<file path="src/rtl/pc_update.sv">
//==============================================================================
//  Module   : pc_update
//  Purpose  : Next-PC stage. Holds the architectural PC, requests fetches from
//             the IFU over a valid/ready handshake, takes finished instructions
//             from execute, and computes
//                 next pc = (pc_a_src ? imm : 4) + (pc_b_src ? rs1 : pc)
//             with the JALR bit-0 rule. A target that is not 4-byte aligned
//             redirects to trap_vec and raises a one-cycle misalign_trap pulse.
//  Ports    :
//    clk, rst_n          - clock, asynchronous active-low reset
//    pc_a_src, pc_b_src  - adder select bits from the branch-condition decoder
//    imm, rs1, is_jalr   - adder operands and JALR bit-0 clear
//    commit_valid/ready  - commit handshake with execute
//    ifu_req_valid/ready - fetch handshake with the IFU; ifu_pc = pc
//    pc                  - architectural PC
//    trap_vec            - trap base (4-byte aligned)
//    misalign_trap       - one-cycle pulse after a misaligned redirect
//    dbg_idx, dbg_pc     - redirect-history read port
//  Options  : PC_UPDATE_HISTORY_EN builds a HIST_DEPTH-entry ring buffer of the
//             old pc of every redirect; without it dbg_pc is tied to 0.
//  Revision : 1.0  initial release
//==============================================================================
`default_nettype none

module pc_update #(
  parameter int                XLEN         = 32,
  parameter logic [XLEN-1:0]   RESET_VECTOR = 32'h8000_0000,
  parameter int                HIST_DEPTH   = 4   // power of 2, >= 2
) (
  input  logic                          clk,
  input  logic                          rst_n,
  input  logic                          pc_a_src,
  input  logic                          pc_b_src,
  input  logic [XLEN-1:0]               imm,
  input  logic [XLEN-1:0]               rs1,
  input  logic                          is_jalr,
  input  logic                          commit_valid,
  output logic                          commit_ready,
  output logic                          ifu_req_valid,
  input  logic                          ifu_req_ready,
  output logic [XLEN-1:0]               ifu_pc,
  output logic [XLEN-1:0]               pc,
  input  logic [XLEN-1:0]               trap_vec,
  output logic                          misalign_trap,
  input  logic [$clog2(HIST_DEPTH)-1:0] dbg_idx,
  output logic [XLEN-1:0]               dbg_pc
);

  //--------------------------------------------------------------------------
  // State encoding
  //--------------------------------------------------------------------------
  localparam logic [1:0] S_BOOT  = 2'd0;
  localparam logic [1:0] S_FETCH = 2'd1;
  localparam logic [1:0] S_EXEC  = 2'd2;

  localparam logic [XLEN-1:0] C_INCR = XLEN'(4);

  logic [1:0]      state_q, state_d;
  logic [XLEN-1:0] pc_q, pc_d;
  logic            misalign_trap_q, misalign_trap_d;

  logic [XLEN-1:0] op_a;
  logic [XLEN-1:0] op_b;
  logic [XLEN-1:0] sum;
  logic            misaligned;
  logic            commit_fire;

  //--------------------------------------------------------------------------
  // State register (process 1 of 3)
  //--------------------------------------------------------------------------
  always_ff @(posedge clk or negedge rst_n) begin
    if (!rst_n) begin
      state_q <= S_BOOT;
    end else begin
      state_q <= state_d;
    end
  end

  //--------------------------------------------------------------------------
  // Next-state logic (process 2 of 3)
  //--------------------------------------------------------------------------
  always_comb begin
    state_d = state_q;
    case (state_q)
      // One settle cycle after reset release; no request is issued here.
      S_BOOT:  state_d = S_FETCH;
      S_FETCH: if (ifu_req_ready) state_d = S_EXEC;
      S_EXEC:  if (commit_valid)  state_d = S_FETCH;
      default: state_d = S_BOOT;
    endcase
  end

  //--------------------------------------------------------------------------
  // Output logic (process 3 of 3). Both handshake outputs decode straight
  // from the state flop, so reset removes them asynchronously.
  //--------------------------------------------------------------------------
  always_comb begin
    ifu_req_valid = 1'b0;
    commit_ready  = 1'b0;
    case (state_q)
      S_FETCH: ifu_req_valid = 1'b1;
      S_EXEC:  commit_ready  = 1'b1;
      default: ;
    endcase
  end

  //--------------------------------------------------------------------------
  // Next-PC datapath
  //--------------------------------------------------------------------------
  assign commit_fire = commit_valid & commit_ready;

  always_comb begin
    op_a = pc_a_src ? imm : C_INCR;
    op_b = pc_b_src ? rs1 : pc_q;
    sum  = op_a + op_b;            // modulo 2^XLEN, carry dropped
    if (is_jalr) begin
      sum[0] = 1'b0;
    end
    misaligned = |sum[1:0];
  end

  // pc only moves on a commit, which can only happen in EXEC, so ifu_pc is
  // guaranteed stable for the whole time a fetch request is outstanding.
  always_comb begin
    pc_d            = pc_q;
    misalign_trap_d = 1'b0;
    if (commit_fire) begin
      if (misaligned) begin
        pc_d            = trap_vec;
        misalign_trap_d = 1'b1;
      end else begin
        pc_d            = sum;
      end
    end
  end

  always_ff @(posedge clk or negedge rst_n) begin
    if (!rst_n) begin
      pc_q            <= RESET_VECTOR;
      misalign_trap_q <= 1'b0;
    end else begin
      pc_q            <= pc_d;
      misalign_trap_q <= misalign_trap_d;
    end
  end

  assign pc            = pc_q;
  assign ifu_pc        = pc_q;
  assign misalign_trap = misalign_trap_q;

  //--------------------------------------------------------------------------
  // Redirect history
  //--------------------------------------------------------------------------
`ifdef PC_UPDATE_HISTORY_EN
  localparam int IDX_W = $clog2(HIST_DEPTH);

  logic [XLEN-1:0]  hist_q [HIST_DEPTH];
  logic [XLEN-1:0]  hist_d [HIST_DEPTH];
  logic [IDX_W-1:0] wptr_q, wptr_d;
  logic [IDX_W-1:0] rd_idx;
  logic             redirect;

  // Anything other than fall-through, traps included, counts as a redirect.
  assign redirect = commit_fire & (pc_d != (pc_q + C_INCR));

  always_comb begin
    hist_d = hist_q;
    wptr_d = wptr_q;
    if (redirect) begin
      hist_d[wptr_q] = pc_q;       // oldest entry is overwritten on wrap
      wptr_d         = wptr_q + IDX_W'(1);
    end
  end

  always_ff @(posedge clk or negedge rst_n) begin
    if (!rst_n) begin
      wptr_q <= '0;
      for (int i = 0; i < HIST_DEPTH; i++) begin
        hist_q[i] <= '0;
      end
    end else begin
      wptr_q <= wptr_d;
      hist_q <= hist_d;
    end
  end

  // Index 0 is the most recent redirect; the IDX_W-bit subtraction wraps
  // naturally because HIST_DEPTH is a power of two.
  assign rd_idx = wptr_q - IDX_W'(1) - dbg_idx;
  assign dbg_pc = hist_q[rd_idx];
`else
  logic unused_dbg_idx;
  assign unused_dbg_idx = ^dbg_idx;
  assign dbg_pc         = '0;
`endif

endmodule

`default_nettype wire

</file>
<file path="config.mk">
export PLATFORM = sky130hd
export DESIGN_NAME = pc_update
export DESIGN_NICKNAME = d
export VERILOG_FILES = /design/src/rtl/pc_update.sv
export SDC_FILE = /design/constraint.sdc
export NUM_CORES = 1
export LEC_CHECK = 0
export BUFFER_PORTS_ARGS = -buffer_cell sky130_fd_sc_hd__buf_2
export CAP_MARGIN = 25
export CORE_ASPECT_RATIO = 1.25
export CORE_MARGIN = 2
export CORE_UTILIZATION = 43
export DETAILED_ROUTE_END_ITERATION = 6
export PLACE_DENSITY = 0.86
export SLEW_MARGIN = 0
export SYNTH_ARGS = -nofsm -noshare
export SYNTH_HDL_FRONTEND = slang
export SYNTH_SLANG_ARGS = --single-unit
</file>
<file path="constraint.sdc">
create_clock -name clk -period 2.85 [get_ports clk]
set_input_delay 0.57 -clock clk [delete_from_list [all_inputs] [get_ports clk]]
set_output_delay 0.57 -clock clk [all_outputs]
set_load 0.01 [all_outputs]
</file>
==> results.yml, run 1 <==
status:
  outcome: "finished clean"
yosys:
  synth_edf_count: 0
  syn_area_per_cell_um2: 8.45
  synth_area_leaders: "dfrtp_1 (21%), buf_4 (12%), ha_1 (9.4%), mux2_2 (8.4%), o21ai_0 (5.2%)"
  synth_flop_cell: "dfrtp_1"
  synth.distinct_cells: 57
  ys_seq_area_share_pct: 21.2
  netlist_area_um2: 4130
  yosys.area.top_type_share_pct: 20.6
  synth_seq_cells: 35
  synth_warnings: 0
  async_reset_ff_share_pct: 100
  yosysTopAreaCell: "dfrtp_1"
  postSynthCellCount: 489
critical_path:
  critPathSlowestCell: "fa_2"
  critPathBufInv: 2
  critPathMaxFanout: 4
  critPathTopFamily: "compound AO/OA/AOI/OAI gates"
  worst_setup_path_end_kind: "flip-flop"
  critPathKind: "input port to flip-flop"
  critPathLaunch: "pc_b_src"
  cp-start-kind: "input port"
  rr_startpoint: "ifu_pc[0]$_DFFE_PN0P_"
  path_cells: "buf_12, mux2_4, ha_4, fa_2, a21oi_4, o211ai_2, buf_6, a211oi_4, o2111ai_2, nand3_1, nand4b_1, xnor2_1, a31oi_1"
  reg2reg_to: "ifu_pc[26]$_DFFE_PN0P_"
  rr_worst_depth: 12
  reg2reg_slack_ns: 0.08
  required_ns: 2.99
  slowest_delay_ns: 0.39
  cp.arrival_ns: 2.97
route:
  wirelength_um: 13400
  firstDrtPassIters: 4
  drc: 0
  postRouteAntennaNets: 0
  vias: 4423
  vias_per_cell: 5.34
  drtIter0Drc: 161
  wl_per_cell_um: 16.2
place:
  place_ws_ns: -0.500
  place_hpwl_um: 9990
  io_buffer_count: 169
  gp_congestion: 0.926
flow_run:
  cap_violations: 0
sta:
  slew_headroom_pct: 43.2
  clock_skew_ns: 0.00728
  max_freq_ghz: 0.354
  drv_slew: 0
  finalHoldViolCount: 0
  grt_setup_unrepaired: "true"
  worst_pin_slew_ns: 0.853
  fin_crit_ns: 2.83
  setup_ws_ns: 0.0246
  final-setup-viol-count: 0
  whs_ns: 0.387
  period_share_pct: 99.1
  fin_tns_setup_ns: 0
clock_network:
  clockBufferDepth: 2
  cts.clk_slew.worst_paths_ns: 0.06
  cts_made_buffers: 5
  h-tree-depth: 2
  clkSinkCount: 35
  cts_root_buf: "clkbuf_16"
  insertion_delay_ns: 0.29
  cts_tree: "yes"
global_routing:
  track_usage_pct: 23.8
  grt_max_degree: 36
  grt_pass1_wl_um: 20100
  overflow: 0
  antenna_found_initial: 0
  grt_pass1_vias: 4425
die:
  ios: 204
  die_h_um: 114
  initial_core_util_pct: 43.7
  die_w_um: 91.7
  dieArea_um2: 10400
  coreArea_um2: 9460
  row_count: 40
pwr:
  peakVddDrop_uv: 478
  powerDensity_nw_per_um2: 764
  p_leak_nw: 3.12
cells_and_area:
  postLayoutCoreUtil_pct: 64.5
  regArea_um2: 877
  final_nets: 838
  num_antenna_cells: 0
  drive_above_1_share_pct: 51.1
  area_growth_pct: 47.7
  n_fill_cell: 757
  multi_input_area_um2: 3240
worst_hold_path:
  hp-class: "input port to async pin"
## sequential cells by signal, summed over array words and instances, names as in the netlist
register       cells
state_q            2
ifu_pc            32
misalign_trap      1
## worst max path at each step
| stage | to | slack, ns | cells past startpoint |
|---|---|---|---|
| after floorplan | ifu_pc[31]$_DFFE_PN1P_ | -0.18 | 12 |
| after global placement | ifu_pc[31]$_DFFE_PN1P_ | -0.36 | 12 |
| after detailed placement | ifu_pc[31]$_DFFE_PN1P_ | -0.50 | 12 |
| after CTS | ifu_pc[12]$_DFFE_PN0P_ | -0.0005 | 14 |
| after global routing | ifu_pc[26]$_DFFE_PN0P_ | -0.08 | 13 |
| final | ifu_pc[26]$_DFFE_PN0P_ | 0.02 | 13 |
## worst register-to-register path: cells and delay by family (launching register included)
kind            cells  cell delay (ns)
fa+ha+maj           2             0.56
mux                 1             0.28
compound gates      5             0.82
buf+inv             1             0.15
xor+xnor            1             0.18
flops               1             0.37
simple gates        2             0.25
## cell usage in the layout, fill, tap and decap left out, drive strengths merged, types with 3 or more instances in the layout
cell      n
clkbuf    5
a31oi    10
o21ai    45
buf     256
and2     33
a211oi    5
a21oi    25
inv      11
nand2    42
mux2     31
o31ai     3
mux2i    14
and4      4
conb     32
xnor2    14
o21a      3
ha       31
dfrtp    34
and3      5
nor2b     5
nor2     12
nand3     9
or3       3
xor2     12
a21o     12
o21bai    7
a22oi    11
## where the power goes
part / switching [W] / internal, W
registers: 0.000216 / 0.000719
clock network: 0.000241 / 0.000502
logic: 0.00149 / 0.00149
## cell usage after synthesis, types with 3 or more instances
cell type / n
a21o_1: 12
inv_1: 11
mux2_2: 31
a21oi_1: 25
a31oi_1: 10
buf_4: 65
nor2b_1: 5
clkbuf_1: 14
nand3_1: 9
and3_1: 4
xnor2_1: 14
xor2_1: 12
a22oi_1: 11
nor2_1: 12
and4_1: 3
o21bai_1: 7
dfrtp_1: 34
o21ai_0: 43
nand2_1: 42
mux2i_1: 14
ha_1: 31
a211oi_1: 3
and2_1: 33
## cell type report
cell class | count | area share, %
multi-input combinational | 392 | 53.0
timing repair buffer | 256 | 26.2
sequential | 35 | 14.4
tap | 126 | 2.58
clock buffer | 5 | 2.05
clock inverter | 3 | 1.11
inverter | 11 | 0.677
## routing by layer
layer | wire (um) | global-route usage, % | vias up
li1 | - | - | 2077
met1 | 4940 | 26.3 | 2115
met2 | 7250 | 45.6 | 204
met3 | 871 | 3.50 | 27
met4 | 319 | 8.99 | 0
met5 | 0 | 0 | -
## per-stage QoR
stage	instances	area [um2]	power, W
final	828	6100	0.00466
after global routing	828	6100	0.00498
after CTS	824	5830	0.00446
after detailed placement	810	5510	0.00364
after global placement	810	5510	0.00353
after floorplan	520	4480	0.00281
## logic make-up (layout without fill, tap and decap cells)
| logic type | count (synthesis) | after routing | share of synthesized area [%] |
|---|---|---|---|
| AOI/OAI and AO/OA | 135 | 135 | 21.4 |
| xor gates and xnor gates | 26 | 26 | 5.51 |
| adders and majority gates | 32 | 32 | 9.87 |
| buffers and inverters | 93 | 275 | 14.6 |
| DFF | 35 | 35 | 21.2 |
| muxes | 45 | 45 | 11.8 |
| other | 1 | 32 | 0.0908 |
| and+or+nand+nor | 122 | 122 | 15.4 |
## timing repair
item	CTS	global route
pin swaps	22	30
gates cloned	1	0
resized for setup	18	52
hold buffers	0	0
setup buffers	5	4
setup endpoints to repair	11	18
Power figures use the tool's default switching activity.
==> run 2: changes to the inputs <==
--- a/config.mk
+++ b/config.mk
@@ -9,7 +9,7 @@
 export CAP_MARGIN = 25
 export CORE_ASPECT_RATIO = 1.25
 export CORE_MARGIN = 2
-export CORE_UTILIZATION = 43
+export CORE_UTILIZATION = 45
 export DETAILED_ROUTE_END_ITERATION = 6
 export PLACE_DENSITY = 0.86
 export SLEW_MARGIN = 0
==> constraint.sdc (replaced) <==
create_clock -name clk -period 2.94 [get_ports clk]
set_input_delay 0.588 -clock clk [delete_from_list [all_inputs] [get_ports clk]]
set_output_delay 0.588 -clock clk [all_outputs]
set_load 0.01 [all_outputs]
==> results.yml, run 2 (synthesis results as in run 1) <==
status:
  outcome: "finished, violations left"
  violations: "negative setup slack"
cells_and_area:
  layout_commonest_cell: "buf_2"
  final_cell_mix: "buf_2 (168), buf_4 (82), nand2_1 (42), dfrtp_1 (34)"
  postLayoutCoreUtil_pct: 66.5
  largest_reg_flops: 32
  drive_above_1_share_pct: 49.3
  num_antenna_cells: 0
  n_fill_cell: 718
  stdcell_count: 827
  area_growth_pct: 45.3
  final_nets: 840
pwr:
  p_leak_nw: 3.10
  pwr-share-seq_pct: 20.9
  power_switching_w: 0.00186
  comb_power_share_pct: 64.3
  swShare_pct: 42.4
  powerDensity_nw_per_um2: 730
  peakVddDrop_uv: 316
  clockPowerShare_pct: 14.9
  internal-power_w: 0.00252
sta:
  drv_slew: 0
  period_share_pct: 102
  slew_headroom_pct: 43.0
  clock_skew_ns: 0.00636
  worst_pin_slew_ns: 0.855
  final-setup-viol-count: 4
  grt_setup_unrepaired: "true"
  fin_crit_ns: 2.99
  finalHoldViolCount: 0
  max_freq_ghz: 0.334
  setup_ws_ns: -0.0547
global_routing:
  antenna_found_initial: 0
  grt_max_degree: 36
  grt_pass1_wl_um: 20300
  grt_pass1_vias: 4350
  overflow: 0
  track_usage_pct: 24.8
clock_network:
  insertion_delay_ns: 0.29
  clkSinkCount: 35
  cts_tree: "yes"
  cts_made_buffers: 5
  h-tree-depth: 2
  cts.clk_slew.worst_paths_ns: 0.06
  clockBufferDepth: 2
  cts_root_buf: "clkbuf_16"
critical_path:
  cp.arrival_ns: 3.17
  worst_setup_path_end_kind: "flip-flop"
  required_ns: 3.11
  critPathKind: "input port to flip-flop"
  critPathMaxFanout: 8
  cp-start-kind: "input port"
  rr_worst_depth: 11
die:
  initial_core_util_pct: 45.8
  ios: 204
  die_h_um: 111
  row_count: 39
  dieArea_um2: 9970
  coreArea_um2: 9030
  die_w_um: 89.7
route:
  postRouteAntennaNets: 0
  vias: 4300
  vias_per_cell: 5.20
  drc: 0
  wl_per_cell_um: 15.6
  drtIter0Drc: 155
  firstDrtPassIters: 4
  wirelength_um: 12900
place:
  place_ws_ns: -0.435
  gp_congestion: 0.875
  place_inst: 808
  io_buffer_count: 169
  place_hpwl_um: 9780
worst_hold_path:
  hp-class: "input port to async pin"
flow_run:
  cap_violations: 0
[run 2: cell count changes in the layout (fill, tap and decap cells not counted), sizes merged]
cell | previous run | this run
clkinvlp | 1 | 0
clkbuf | 5 | 6
buf | 256 | 258
bufinv | 2 | 1
clkinv | 0 | 1
[run 2: per-layer routing]
metal / vias up / global-route usage (%) / share of wire (%)
li1: 2086 / - / -
met2: 163 / 48.6 / 54
met5: - / 0 / 0
met1: 2026 / 27.1 / 39
met3: 25 / 3.40 / 4.8
met4: 0 / 7.79 / 2.3
[run 2: final timing paths]
kind / from / endpoint / slack [ns]
min reg2reg: ifu_pc[7]$_DFFE_PN0P_ / ifu_pc[7]$_DFFE_PN0P_ / 0.52
min in group clk: trap_vec[19] / ifu_pc[19]$_DFFE_PN0P_ / 0.51
max reg2reg: ifu_pc[0]$_DFFE_PN0P_ / ifu_pc[16]$_DFFE_PN0P_ / 0.10
min: rst_n / misalign_trap$_DFF_PN0_ / 0.41
max: pc_b_src / ifu_pc[16]$_DFFE_PN0P_ / -0.05
max in group asynchronous: rst_n / ifu_pc[9]$_DFFE_PN0P_ / 2.00
[run 2: critical path, stage by stage]
cell      delay [ns]
buf_12          0.11
buf_12          0.14
buf_12          0.14
mux2_4          0.31
ha_4            0.23
and4_4          0.19
a21o_1          0.20
o21bai_1        0.20
buf_4           0.15
a31oi_1         0.07
o21a_1          0.19
or3_4           0.35
a31oi_4         0.19
o21ai_1         0.09
[run 2: area by class of cell]
class	count	area [um2]	area share, %
clock buffers	6	139	2.31
clock inverters	2	35.0	0.584
inverters	11	41.3	0.688
multi-input cells	392	3140	52.3
flip-flops and latches	35	877	14.6
well taps	123	154	2.56
repair buffers	258	1620	26.9
[run 2: timing repair]
item | in CTS | in global routing
endpoints found under the setup margin | 11 | 17
resized for setup | 14 | 34
hold buffers | 0 | 0
setup buffers | 4 | 7
pin swaps | 14 | 24
[run 2: stage by stage]
stage | cell area (um2) | setup TNS (ns) | hold slack (ns) | power, W
2_1_floorplan | 4470 | -0.323 | 0.292 | 0.00272
3_3_place_gp | 5520 | -4.21 | 0.492 | 0.00343
3_5_place_dp | 5520 | -5.81 | 0.513 | 0.00352
4_1_cts | 5790 | -0.0956 | 0.448 | 0.00423
5_1_grt | 6000 | -1.30 | 0.475 | 0.00468
6_report | 6000 | -0.132 | 0.408 | 0.00438
[run 2: power by group through the flow]
stage / clock network [W] / logic [W] / registers [W]
global placement: 0 / 0.00254 / 0.000898
CTS: 0.000655 / 0.00267 / 0.000913
global route: 0.000670 / 0.00306 / 0.000951
finish: 0.000652 / 0.00282 / 0.000915
detailed placement: 0 / 0.00260 / 0.000916
floorplan: 0 / 0.00175 / 0.000973
